===== config.mk =====
export PLATFORM = sky130hd
export DESIGN_NAME = wait_cycles_multi
export DESIGN_NICKNAME = d
export VERILOG_FILES = /design/src/rtl/wait_cycles_multi.sv
export SDC_FILE = /design/constraint.sdc
export NUM_CORES = 1
export LEC_CHECK = 0
export ABC_CLOCK_PERIOD_IN_PS = 3600
export CAP_MARGIN = 20
export CORE_ASPECT_RATIO = 0.6
export CORE_MARGIN = 2
export CORE_UTILIZATION = 37
export DETAILED_ROUTE_END_ITERATION = 10
export PLACE_DENSITY = 0.52
export SYNTH_ARGS = -nofsm -noshare
export SYNTH_HDL_FRONTEND = slang
export SYNTH_SLANG_ARGS = --single-unit

===== constraint.sdc =====
create_clock -name clk -period 3.6 [get_ports clk]
set_clock_uncertainty 0.1 [all_clocks]
set_input_delay 0.9 -clock clk [delete_from_list [all_inputs] [get_ports clk]]
set_output_delay 0.9 -clock clk [all_outputs]
set_load 0.02 [all_outputs]

===== src/rtl/wait_cycles_multi.sv =====
// Multi-channel cycle-count timer: each channel waits N+2 cycles after a start
// and emits a one-cycle completion pulse, optionally repeating every N+2 cycles.
module wait_cycles_multi #(
  parameter int WIDTH  = 32,
  parameter int NUM_CH = 4
) (
  input  logic                    clk,
  input  logic                    rst,
  input  logic [NUM_CH-1:0]       req_valid,
  input  logic [NUM_CH*WIDTH-1:0] req_0,
  input  logic [NUM_CH-1:0]       req_mode,
  input  logic [NUM_CH-1:0]       req_cancel,
  output logic [NUM_CH-1:0]       req_ready,
  output logic [NUM_CH-1:0]       busy
);

  typedef enum logic [1:0] {
    IDLE  = 2'd0,
    COUNT = 2'd1,
    DONE  = 2'd2
  } state_t;

  state_t           state_q       [NUM_CH];
  state_t           state_d       [NUM_CH];
  logic [WIDTH-1:0] cycles_left_q [NUM_CH];
  logic [WIDTH-1:0] cycles_left_d [NUM_CH];
  logic [WIDTH-1:0] period_q      [NUM_CH];
  logic [WIDTH-1:0] period_d      [NUM_CH];
  logic [NUM_CH-1:0] mode_q, mode_d;
  logic [NUM_CH-1:0] hold_q, hold_d;
  logic [NUM_CH-1:0] ready_q, ready_d;
  logic [NUM_CH-1:0] busy_q, busy_d;

  always_ff @(posedge clk or negedge rst) begin
    if (!rst) begin
      for (int unsigned i = 0; i < NUM_CH; i++) begin
        state_q[i]       <= IDLE;
        cycles_left_q[i] <= '0;
        period_q[i]      <= '0;
      end
      mode_q  <= '0;
      hold_q  <= '0;
      ready_q <= '0;
      busy_q  <= '0;
    end else begin
      for (int unsigned i = 0; i < NUM_CH; i++) begin
        state_q[i]       <= state_d[i];
        cycles_left_q[i] <= cycles_left_d[i];
        period_q[i]      <= period_d[i];
      end
      mode_q  <= mode_d;
      hold_q  <= hold_d;
      ready_q <= ready_d;
      busy_q  <= busy_d;
    end
  end

  always_comb begin
    mode_d  = mode_q;
    hold_d  = hold_q;
    ready_d = '0;
    busy_d  = '0;
    for (int unsigned i = 0; i < NUM_CH; i++) begin
      state_d[i]       = state_q[i];
      cycles_left_d[i] = cycles_left_q[i];
      period_d[i]      = period_q[i];
      case (state_q[i])
        IDLE: begin
          if (req_valid[i] && !req_cancel[i]) begin
            state_d[i]       = COUNT;
            cycles_left_d[i] = req_0[i*WIDTH +: WIDTH];
            period_d[i]      = req_0[i*WIDTH +: WIDTH];
            mode_d[i]        = req_mode[i];
            hold_d[i]        = 1'b1;
          end
        end
        COUNT: begin
          // A fresh start spends one extra COUNT cycle without decrementing, so
          // the first pulse lands at N+2 while periodic reloads keep an N+2 period
          // and an all-ones count never wraps early.
          if (req_cancel[i]) begin
            state_d[i] = IDLE;
          end else if (hold_q[i]) begin
            hold_d[i] = 1'b0;
          end else if (cycles_left_q[i] == '0) begin
            state_d[i] = DONE;
            ready_d[i] = 1'b1;
          end else begin
            cycles_left_d[i] = cycles_left_q[i] - WIDTH'(1);
          end
        end
        DONE: begin
          if (req_cancel[i]) begin
            state_d[i] = IDLE;
          end else if (mode_q[i]) begin
            state_d[i]       = COUNT;
            cycles_left_d[i] = period_q[i];
          end else begin
            state_d[i] = IDLE;
          end
        end
        default: state_d[i] = IDLE;
      endcase
      busy_d[i] = (state_d[i] != IDLE);
    end
  end

  assign req_ready = ready_q;
  assign busy      = busy_q;

endmodule


==> results of run 1 <==
Yosys cell counts, types with 4 or more instances:
master    instances
a211o_1           5
a211oi_1         20
a21o_1           14
a21oi_1          53
a221o_1          14
a221oi_1         51
a22oi_1          14
a31oi_1          16
and3_1           14
and4b_1           4
buf_1             4
buf_2            10
buf_4             7
clkbuf_1         87
dfrtp_1         280
ha_1             24
inv_1            38
mux2_2          132
nand2_1         169
nand2b_1         12
nand3_1          29
nand3b_1          4
nand4_1          15
nand4b_1          5
nor2_1          156
nor2b_1           9
nor3_1           46
nor3b_1           4
nor4_1           28
o211ai_1          9
o21ai_0         179
o221a_2          14
o22ai_1          12
o311a_1           4
o31ai_1          57
or2_2             6
or3_1            14
or4_1             9
xnor2_1          22
xor2_1           27
layer usage:
layer	global-route usage, %	share of wire, %
met1	32.3	52
met2	30.2	43
met3	2.84	4.4
met4	3.77	1.4
met5	0	0
critical path, stage by stage, from the launching register on:
cell	delay, ns
dfrtp_1	0.44
nor4_1	0.75
nand4_1	0.42
o41a_1	0.56
o21ai_4	0.16
buf_12	0.25
a211oi_1	0.09
a21o_1	0.16
layout make-up:
class                   instances  area share, %
multi-input cells            1252           43.1
flip-flops and latches        280           36.5
repair buffers                208           10.4
clock buffers                  45           4.63
well taps                     570           3.72
clock inverters                10          0.822
inverters                      39          0.764
diodes                          1         0.0131
worst paths after layout:
check | from | end | slack (ns)
hold reg to reg | period_q[118] | period_q[118] | 0.39
hold / removal | rst | period_q[119] | 0.22
setup / recovery | cycles_left_q[39] | cycles_left_q[40] | 0.50
setup reg to reg | cycles_left_q[39] | cycles_left_q[40] | 0.50
max in group asynchronous | rst | period_q[31] | 2.28
min in group clk | period_q[118] | period_q[118] | 0.39
sequential cells by signal (all words and copies together), names as in the netlist:
| name | cells |
|---|---|
| cycles_left_q | 128 |
| busy | 4 |
| period_q | 128 |
| state_q | 8 |
| mode_q | 4 |
| req_ready | 4 |
| hold_q | 4 |
kinds of logic (layout without fill, tap and decap cells):
family	count (synthesis)	in the layout	share of synthesized area, %
simple gates	543	543	16.6
compound gates	501	501	21.2
flops	280	280	44.2
buf+inv	149	302	3.83
mux	135	135	9.57
xor+xnor	49	49	2.71
fa+ha+maj	24	24	1.89
other cells	0	1	0
power by group through the flow:
stage	Combinational [mW]	Sequential [mW]	Clock, mW
after floorplan	4.90	5.60	0
after global placement	6.43	5.92	0
after detailed placement	6.59	5.95	0
after CTS	6.61	5.92	3.48
after global routing	7.37	6.16	3.62
final	6.59	5.94	3.36
per-stage QoR:
step	setup WS (ns)	util, %	instances	total power, mW	cell area (um^2)
after global placement	0.313	43.1	2349	12.4	18100
after detailed placement	0.220	43.1	2349	12.5	18100
after global routing	0.311	45.5	2404	17.2	19200
after floorplan	0.981	-	1681	10.5	15900
after CTS	0.545	45.5	2404	16.0	19200
final	0.499	45.5	2405	15.9	19200
==> summary.md, run 1 <==
| Metric | Value |
|---|---|
| Status | completed |
| Period utilisation layout | 86.1% |
| Sw Ratio | 39.9% |
| CP endpoint kind | register |
| Gpl congestion | 0.839 |
| Multi-input gate area | 8260 um^2 |
| Gr ovfl total | 0 |
| PwrDens | 829 nW/um^2 |
| WL/cell | 19.3 um |
| DRC Markers | 0 |
| Count of final setup violators | 0 |
| Register area share after synthesis | 44.2% |
| Row count | 58 |
| Via density | 5.68 |
| Synth area leaders | dfrtp_1 (44%), mux2_2 (9.4%), o21ai_0 (5.7%) |
| Yosys warnings | 0 |
| Internal Power | 9.55 mW |
| Clock Sinks | 280 |
| F_max | 0.323 GHz |
| Most common cell after layout, fill and taps aside | dfrtp_1 |
| Largest area contributor in the netlist | dfrtp_1 |
| Setup TNS | 0 ns |
| TritonCTS clock tree | done |
| Vias in the first global route | 13,000 |
| Layout cell share with drive strength beyond 1 | 15.0% |
| Register bit total from synthesis | 280 |
| Reg2Reg Depth | 7 |
| Hold_buf cts | 0 |
| Distinct cells, synth | 79 |
| WHS | 0.225 ns |
| RSZ-0062 raised after global routing | no |
| Post-synth top area share | 44.2% |
| Startpoint Class | register |
| Tmin final | 3.10 ns |
| Clock Path Buffers | 3 |
| CTS Buf Count | 31 |
| Post-CTS Setup Bufs | 0 |
| Critical Path RT | 3.96 ns |
| CP arrival | 3.46 ns |
| Worst slew pin tran | 0.979 ns |
| Clock Latency Late Sink | 0.58 ns |
| Die W | 271 um |
| Clock Power Share | 21.2% |
| Total Nets Final | 1,978 |
| Core ar. | 42,100 um^2 |
| 1st-iter DRT viols | 1,220 |
| Post-cts resize count | 0 |
| Clk pin slew, worst setup/hold paths | 0.07 ns |
| CTS H-tree lvls | 1 |
| Sw power | 6.34 mW |
| Main synth FF type | dfrtp_1 |
| Initial Util | 37.7% |
| CP Class | register to register |
| Max Slew Vio Count | 0 |
| Share of total power in sequential cells | 37.4% |
| Initial antenna violation count | 1 |
| Die height | 164 um |
| CP Max Fanout | 58 |
| Final hold violation count | 0 |
| Async SR Flop Fraction | 100% |
| Worst VDD drop | 0.399 mV |
| Synthesized Nets | 1,847 |
| All-Layer GR Usage | 20.6% |
| Area delta synth->final | 20.9% |
| Post-Syn Area per Cell | 9.43 um^2 |
| HPWL Detailed | 30,800 um |
| Largest net degree at the start of global routing | 85 |
| IO Pins | 150 |
| Mapped cell area | 15,900 um^2 |
| Min-delay worst type | primary input to async pin |
| Combinational share of power | 41.5% |
| First drt pass iteration count | 6 |
| WL final | 46,300 um |
| Reg area | 7010 um^2 |
| Syn Inst Count | 1,681 |
| Slew margin rel. | 34.7% |
| Most frequent cells in the layout | dfrtp_1 (280), o21ai_0 (179), nand2_1 (169) |
| Port buffer count | 149 |
| Die ar. | 44,600 um^2 |
| Post-synth EDFFs | 0 |
| Filler instances | 4,073 |
| Max-cap check violation count | 0 |
| First-pass GRT wire length | 74,300 um |
| Root buffer cell | clkbuf_16 |
| Routed Antenna Nets | 0 |
| Via count | 13,700 |
| Leakage | 7.78 nW |
No activity file was read; power rests on OpenSTA's default activity.
==> inputs of run 2 (changes only) <==
SETUP_SLACK_MARGIN = 0.02   (was unset)
SLEW_MARGIN = 20   (was unset)
==> results of run 2 <==
No change in the layout: final DEF, timing and power equal those of run 1.
==> inputs of run 3 (changes only) <==
==> constraint.sdc (replaced) <==
create_clock -name clk -period 3.6 [get_ports clk]
set_clock_uncertainty 0.1 [all_clocks]
set_input_delay 0.72 -clock clk [delete_from_list [all_inputs] [get_ports clk]]
set_output_delay 0.72 -clock clk [all_outputs]
set_load 0.02 [all_outputs]
==> run 3 against run 2 <==
Against the previous run:
- core utilization about the same
- design area about the same
- critical path type unchanged
- sequential power about the same
- sequential share of layout area about the same
==> summary.md, run 3 (same netlist as run 1, synthesis figures left out) <==
| Metric | Value |
|---|---|
| Critical Path Slowest Stage Cell | or4_1 |
| Post-Layout Cell Count | 2,400 |
| Clk pin slew, worst setup/hold paths | 0.06 ns |
| Core ar. | 42,100 um^2 |
| CP arrival | 3.55 ns |
| PwrDens | 831 nW/um^2 |
| Status | completed |
| Finished Cell Area | 19,200 um^2 |
| Final core utilization | 45.5% |
| Setup TNS | 0 ns |
| Most frequent cells in the layout | dfrtp_1 (280), o21ai_0 (179), nand2_1 (169) |
| Critical Path RT | 3.97 ns |
| DRC Markers | 0 |
| Gr ovfl total | 0 |
| All-Layer GR Usage | 20.5% |
| Min-delay worst type | register to register |
| 1st-iter DRT viols | 1,186 |
| WHS | 0.388 ns |
| Vias in the first global route | 13,100 |
| First drt pass iteration count | 5 |
| CP Class | register to register |
| HPWL Detailed | 30,600 um |
| HP Start | period_q[118] |
| Startpoint Class | register |
| RSZ-0062 raised after global routing | no |
| Post-cts resize count | 0 |
| Clock Latency Late Sink | 0.58 ns |
| Layout cell share with drive strength beyond 1 | 15.1% |
| Reg2Reg Capture Point | cycles_left_q[102] |
| Clock Sinks | 280 |
| Via density | 5.69 |
| Die height | 164 um |
| Count of final setup violators | 0 |
| First-pass GRT wire length | 74,200 um |
| Area delta synth->final | 20.9% |
| Initial Util | 37.7% |
| Period utilisation layout | 88.6% |
| FF-to-FF setup slack | 0.41 ns |
| Root buffer cell | clkbuf_16 |
| Max Slew Vio Count | 0 |
| CP bufs+invs | 1 |
| Gpl congestion | 0.853 |
| F_max | 0.314 GHz |
| CTS Buf Count | 31 |
| Clock Path Buffers | 3 |
| Max-cap check violation count | 0 |
| Hold Path Cell Cnt | 2 |
| Largest regs | cycles_left_q: 128 flops, period_q: 128 flops, state_q: 8 flops |
| Reg2Reg Depth | 7 |
| Initial antenna violation count | 1 |
| Largest net degree at the start of global routing | 85 |
| Routed Antenna Nets | 0 |
| Most common cell after layout, fill and taps aside | dfrtp_1 |
| CTS H-tree lvls | 1 |
| Post-CTS Setup Bufs | 0 |
| Worst slew pin tran | 0.972 ns |
| Tmin final | 3.19 ns |
| WL/cell | 19.2 um |
| Area of placed instances | 18,100 um^2 |
| IO Pins | 150 |
| CP endpoint kind | register |
| Slew margin rel. | 35.1% |
| Die ar. | 44,600 um^2 |
| CP max stage delay | 0.71 ns |
| Hold Path End | period_q[118] |
| Via count | 13,700 |
| Port buffer count | 149 |
| Reg-to-reg startpoint | cycles_left_q[100] |
| Hold_buf cts | 1 |
| WL final | 46,100 um |
| Crit path max-delay family | simple AND/OR/NAND/NOR gates |
| Placed Instances | 2,341 |
| TritonCTS clock tree | done |
| Die W | 271 um |
| Total Nets Final | 1,971 |
| CP Max Fanout | 29 |
| Final hold violation count | 0 |
| CP cell instances | or4_1 > or3_4 > nor4_4 > a31o_2 > buf_12 > a211oi_1 > a21o_1 |
| Worst VDD drop | 0.398 mV |
| Leakage | 7.77 nW |
| Row count | 58 |
-- run 3: worst max-delay path by stage --
| stage | startpoint | endpoint | slack [ns] | cells after the start |
|---|---|---|---|---|
| global route | cycles_left_q[100] | cycles_left_q[101] | 0.23 | 7 |
| CTS | cycles_left_q[100] | cycles_left_q[102] | 0.42 | 7 |
| global placement | cycles_left_q[100] | cycles_left_q[101] | 0.49 | 7 |
| finish | cycles_left_q[100] | cycles_left_q[102] | 0.41 | 7 |
| floorplan | cycles_left_q[0] | cycles_left_q[24] | 1.04 | 8 |
| detailed placement | cycles_left_q[100] | cycles_left_q[102] | 0.43 | 7 |
-- run 3: metrics by stage --
stage,worst slack [ns],power [mW]
floorplan,1.04,10.5
detailed placement,0.433,12.5
global route,0.231,17.1
CTS,0.424,16.0
global placement,0.487,12.4
finish,0.411,15.9
-- run 3: area by class of cell --
cell class                      count  area (um^2)
Antenna cell                        1         2.50
Clock buffer                       37          858
Clock inverter                     20          210
Fill cell                        4038        22900
Inverter                           39          146
Multi-Input combinational cell   1252         8260
Sequential cell                   280         7010
Tap cell                          570          713
Timing Repair Buffer              201         1980
-- run 3: power breakdown --
group	leakage [nW]	total, mW	internal (mW)	switching (mW)
sequential	3.37	5.96	4.66	1.30
clock	0.529	3.39	1.98	1.42
combinational	3.87	6.57	2.91	3.66
-- run 3: worst min-delay path: stages, from the launching register on --
cell and delay [ns]:
dfrtp_1 0.35, nand2_1 0.05, o21ai_0 0.06
-- run 3: metal layers --
metal | global-route usage, % | vias up | share of wire [%]
li1 | - | 6504 | -
met1 | 31.7 | 6801 | 52
met2 | 30.3 | 303 | 42
met3 | 2.65 | 55 | 4.2
met4 | 4.32 | 0 | 1.9
met5 | 0 | - | 0
